## src/rtl/ram_stream_reader.sv

```systemverilog
// ram_stream_reader: reads a block of words from a 1-cycle-latency RAM and streams them out with valid/ready backpressure.
//  i_clk, i_rst        clock; asynchronous active-high reset
//  i_start             start pulse, only sampled while idle
//  i_base_addr, i_len  first address and word count (0 = empty job, clamped to the RAM depth)
//  o_busy, o_done      job running; one-cycle pulse at job end
//  o_ram_en, o_ram_addr, i_ram_rdata   RAM read port (data returns the cycle after o_ram_en)
//  o_valid, o_data, o_last, i_ready    output stream; o_last marks the final word of the job
module ram_stream_reader #(
    parameter int P_DATA_WIDTH = 4,
    parameter int P_ADDR_DEPTH = 128,
    localparam int AW = (P_ADDR_DEPTH > 1) ? $clog2(P_ADDR_DEPTH) : 1
) (
    input  logic                    i_clk,
    input  logic                    i_rst,
    input  logic                    i_start,
    input  logic [AW-1:0]           i_base_addr,
    input  logic [AW:0]             i_len,
    output logic                    o_busy,
    output logic                    o_done,
    output logic                    o_ram_en,
    output logic [AW-1:0]           o_ram_addr,
    input  logic [P_DATA_WIDTH-1:0] i_ram_rdata,
    output logic                    o_valid,
    output logic [P_DATA_WIDTH-1:0] o_data,
    output logic                    o_last,
    input  logic                    i_ready
);
    typedef enum logic [1:0] {S_IDLE, S_READ, S_DONE} state_t;
    localparam logic [AW:0]   LEN_MAX   = (AW+1)'(P_ADDR_DEPTH);
    localparam logic [AW:0]   LEN_ONE   = (AW+1)'(1);
    localparam logic [AW-1:0] ADDR_LAST = AW'(P_ADDR_DEPTH - 1);
    localparam logic [AW-1:0] ADDR_ONE  = AW'(1);
    state_t                  state, state_nx;
    logic [AW:0]             issue_left, len_clamp;
    logic                    inflight, inflight_last, pop;
    logic [1:0]              buf_cnt, occ;
    logic [P_DATA_WIDTH-1:0] head_data, tail_data;
    logic                    head_last, tail_last;
    assign len_clamp = (i_len > LEN_MAX) ? LEN_MAX : i_len;
    assign o_valid   = buf_cnt != 2'd0;
    assign o_data    = head_data;
    assign o_last    = o_valid & head_last;
    assign pop       = o_valid & i_ready;
    // occupancy once this cycle's pop has left; the in-flight word lands on top of it
    assign occ       = buf_cnt - {1'b0, pop};
    assign o_busy    = state == S_READ;
    assign o_done    = state == S_DONE;
    // only issue when the word it returns is guaranteed a buffer slot
    assign o_ram_en  = (state == S_READ) && (issue_left != '0) &&
                       (({1'b0, occ} + {2'b0, inflight}) < 3'd2);
    always_comb begin
        state_nx = state;
        case (state)
            S_IDLE:  state_nx = !i_start ? S_IDLE : (len_clamp == '0) ? S_DONE : S_READ;
            S_READ:  state_nx = (issue_left == '0 && !inflight && occ == 2'd0) ? S_DONE : S_READ;
            default: state_nx = S_IDLE;
        endcase
    end
    always_ff @(posedge i_clk or posedge i_rst) begin
        if (i_rst) state <= S_IDLE;
        else       state <= state_nx;
    end
    always_ff @(posedge i_clk or posedge i_rst) begin
        if (i_rst) begin
            o_ram_addr    <= '0;
            issue_left    <= '0;
            inflight      <= 1'b0;
            inflight_last <= 1'b0;
        end else begin
            if (state == S_IDLE && i_start) begin
                o_ram_addr <= i_base_addr;
                issue_left <= len_clamp;
            end else if (o_ram_en) begin
                // explicit compare so non-power-of-2 depths wrap too
                o_ram_addr <= (o_ram_addr == ADDR_LAST) ? '0 : o_ram_addr + ADDR_ONE;
                issue_left <= issue_left - LEN_ONE;
            end
            inflight      <= o_ram_en;
            inflight_last <= o_ram_en && issue_left == LEN_ONE;
        end
    end
    // 2-entry FIFO: head drives the stream, tail holds the second word
    always_ff @(posedge i_clk or posedge i_rst) begin
        if (i_rst) begin
            buf_cnt   <= 2'd0;
            head_data <= '0;
            head_last <= 1'b0;
            tail_data <= '0;
            tail_last <= 1'b0;
        end else begin
            buf_cnt <= occ + {1'b0, inflight};
            if (pop && buf_cnt == 2'd2) begin
                head_data <= tail_data;
                head_last <= tail_last;
            end else if (inflight && occ == 2'd0) begin
                head_data <= i_ram_rdata;
                head_last <= inflight_last;
            end
            if (inflight && occ == 2'd1) begin
                tail_data <= i_ram_rdata;
                tail_last <= inflight_last;
            end
        end
    end
endmodule

```

## config.mk

```make
export PLATFORM = sky130hd
export DESIGN_NAME = ram_stream_reader
export DESIGN_NICKNAME = d
export VERILOG_FILES = /design/src/rtl/ram_stream_reader.sv
export SDC_FILE = /design/constraint.sdc
export NUM_CORES = 1
export LEC_CHECK = 0
export BUFFER_PORTS_ARGS = -buffer_cell sky130_fd_sc_hd__buf_2
export CAP_MARGIN = 0
export CORE_MARGIN = 2
export CORE_UTILIZATION = 30
export CTS_CLUSTER_DIAMETER = 50
export DETAILED_ROUTE_END_ITERATION = 7
export GPL_ROUTABILITY_DRIVEN = 0
export GPL_TIMING_DRIVEN = 0
export SETUP_SLACK_MARGIN = 0.5
export SLEW_MARGIN = 30
export SYNTH_ARGS = -nofsm -noshare
export SYNTH_HDL_FRONTEND = slang
export SYNTH_SLANG_ARGS = --single-unit
```

## constraint.sdc

```tcl
create_clock -name i_clk -period 4.9 [get_ports i_clk]
set_input_delay 0.735 -clock i_clk [delete_from_list [all_inputs] [get_ports i_clk]]
set_output_delay 0.735 -clock i_clk [all_outputs]
set_load 0.02 [all_outputs]
```

==> impl_results.md <==
- Reg2reg end: issue_left[5]$_DFFE_PP0P_
- Hold EP: o_data[0]$_DFFE_PP0P_
- Async S/R FF share, synth: 100%
- Non-Filler Instances: 280
- CP Launch Type: register
- RSZ-0062 raised after global routing: no
- Hold Worst Slack: 0.474 ns
- Critical Path AT: 2.60 ns
- Initial antenna violation count: 0
- Antenna Nets Post-Route: 0
- DR vias/cell: ~4.7
- Vias in the first global route: 1325
- Die W: roughly 78 um
- Switching part of the total: around 42%
- Pwr per Cell Area: approximately 650 nW/um^2
- Setup tns final: 0 ns
- Comb power frac: a little under half
- Post-Route WL: 3540 um
- Area share of the largest cell type after synthesis: 47.3%
- CP Max Fanout: 11
- Fillers: 553
- Hold Fails Final Rpt: 0
- Clock network power share: 17.6%
- Ports: 39
- Port buffer count: 38
- R2R cell count: 12
- Peak ir drop on the vdd network: around 170 uV
- DP HPWL: 2540 um
- Seq/Total Area, Yosys: 47.3%
- # setup viols final: 0
- Die Ht: 77.9 um
- CTS tree: done
- Most common cell in the netlist: dfrtp_1
- #FFs+latches synth: 31
- Synth area leader: dfrtp_1
- Row count: 26
- Cell Int Power: 763 uW
- Drt pass-1 iters: 4
- Clk sink count: 31
- Max Clock Freq: ~0.3 GHz
- Ys Warns: 0
- Post-CTS Setup Inserts: 0
- DRC errors left: 0
- Ys flop type: dfrtp_1
- Slew HR: 55.5%
- Post-synth top cells: dfrtp_1, nand2_1, a21oi_1, inv_1
- Worst slew pin tran: 0.667 ns
- Top cells by area, synth: dfrtp_1, ha_1, nand2_1, mux2_2, a21oi_1
- Total die area: 6070 um^2
- CTS resizes: 0
- Area after DPL: 1920 um^2
- Area delta synth->final: 23.3%
- Routed WL per cell: around 13 um
- Reg2reg start: buf_cnt[1]$_DFF_PP0_
- Via count: 1314
- Total global routing track utilization: 13.1%
- Inserted Clock Buffers: 5
- N_diodes: 0
- Pin count of the biggest net entering global routing: 32
- Synth cell types: 40
- Critical Path End Type: output pin
- First-pass GRT wire length: a little over 6000 um
- Mapped Area: 1640 um^2
- Min-Delay Path Class: reg2reg
- Reg power frac: roughly 36%
- Total Nets Final: 239
- Max-cap violations: 0
- Post-synth EDFFs: 0
- Mean area per synthesized cell: 9.99 um^2
- Hold_sp: o_data[0]$_DFFE_PP0P_
- Gate Count Post-Synth: about 160
- Hold-fix buffers, CTS: 0
- CTS Root Cell: clkbuf_8
- Starting DRC count in detailed routing: 71
- CTS max path bufs: 2
- Final period utilization: between 60% and 70%
- Post-Syn Nets: 194
- Hold Path Stages: 2
- Worst skew pair latency: roughly 0.28 ns
- Flop-to-flop setup slack: 1.88 ns
- CTS H-tree depth: 2
- Skew final: 0.00469 ns
- Required @ worst endpoint: approximately 4.2 ns
- Setup ws final: about 1.6 ns
- Core box area: around 5200 um^2
- WS Path Type: reg2out
- Design Area, Final: ~2000 um^2
- Starting density of the core: a little under a third
- CTS clk-pin slew, worst paths: 0.07 ns
- Share of cells above drive strength 1: 29.0%
- Pleak: ~0.97 nW
- Pre-CTS WS: 1.75 ns
- P_sw: roughly 550 uW
- Remaining global-route overflow: 0
- Cell count after placement: approximately 270
- Min cycle time layout: 3.33 ns
- Slew Viols, Final: 0
- Status: finished clean
[layout make-up]
type                       count  area, um^2  area share [%]
timing repair buffer          38         190            9.41
clock buffer                   7        96.3            4.77
multi-input combinational    117         791            39.1
inverter                      11        46.3            2.29
tap                           70        87.6            4.33
sequential                    31         776            38.4
buffer                         5        26.3            1.30
clock inverter                 1        7.51           0.372
[cells by family after synthesis]
logic type      after synthesis  share of synthesized area (%)
mux                          10                           6.49
fa+ha+maj                     7                           5.34
buf+inv                      16                           4.43
xor+xnor                      7                           3.74
simple gates                 60                           19.8
flops                        31                           47.3
compound gates               33                           12.8
[flip-flops by register name, indices dropped and copies added, names as in the netlist, 2 cells and up]
register,flops
buf_cnt,2
issue_left,8
o_data,4
o_ram_addr,7
state,2
tail_data,4
[worst max-delay path: stages (launching register included)]
cell,delay [ns]
dfrtp_1,0.40
or2_2,0.29
and2_1,0.16
ha_1,0.30
inv_1,0.08
ha_1,0.13
inv_1,0.04
ha_1,0.16
and3b_2,0.24
o21ai_2,0.09
buf_6,0.18
inv_6,0.06
buf_2,0.16
[power by group through the flow]
stage | Sequential (mW) | Combinational [mW] | Clock [mW]
finish | 0.471 | 0.614 | 0.231
global route | 0.495 | 0.705 | 0.254
CTS | 0.472 | 0.623 | 0.237
detailed placement | 0.475 | 0.620 | 0
global placement | 0.475 | 0.616 | 0
floorplan | 0.511 | 0.415 | 0
[layout by cell type (no fill, tap or decap), drive strengths merged, types with 2 or more instances in the layout]
master	Yosys	routed
a21oi	11	11
a221o	3	3
a31oi	2	2
and2	3	3
and3	2	2
buf	1	39
clkbuf	4	11
dfrtp	31	31
ha	7	7
inv	11	11
mux2	5	5
mux2i	5	5
nand2	18	18
nand3	8	8
nand3b	2	2
nor2	8	8
nor3	3	3
o21ai	10	10
o32ai	2	2
or2	2	2
or4	6	6
xor2	6	6
[stage by stage]
step,utilization (%),power [mW]
5_1_grt,38.8,1.45
4_1_cts,38.8,1.33
2_1_floorplan,-,0.926
6_report,38.8,1.32
3_5_place_dp,36.8,1.10
3_3_place_gp,36.8,1.09
[how the worst max path moves through the flow]
stage / slack, ns / startpoint / to
floorplan: 2.02 / buf_cnt[1]$_DFF_PP0_ / issue_left[5]$_DFFE_PP0P_
global placement: 1.73 / i_ready / o_ram_en
detailed placement: 1.75 / i_ready / o_ram_en
CTS: 1.53 / buf_cnt[1]$_DFF_PP0_ / o_ram_en
global route: 1.39 / buf_cnt[0]$_DFF_PP0_ / o_ram_en
finish: 1.57 / buf_cnt[1]$_DFF_PP0_ / o_ram_en
[metal layers]
layer,global-route usage (%),vias up,wire length [um]
li1,-,672,-
met4,4.21,0,28
met2,20.1,36,1520
met3,4.77,2,188
met1,17.2,604,1800
met5,0,-,0
Note: power is estimated with default switching activity, not from simulation.
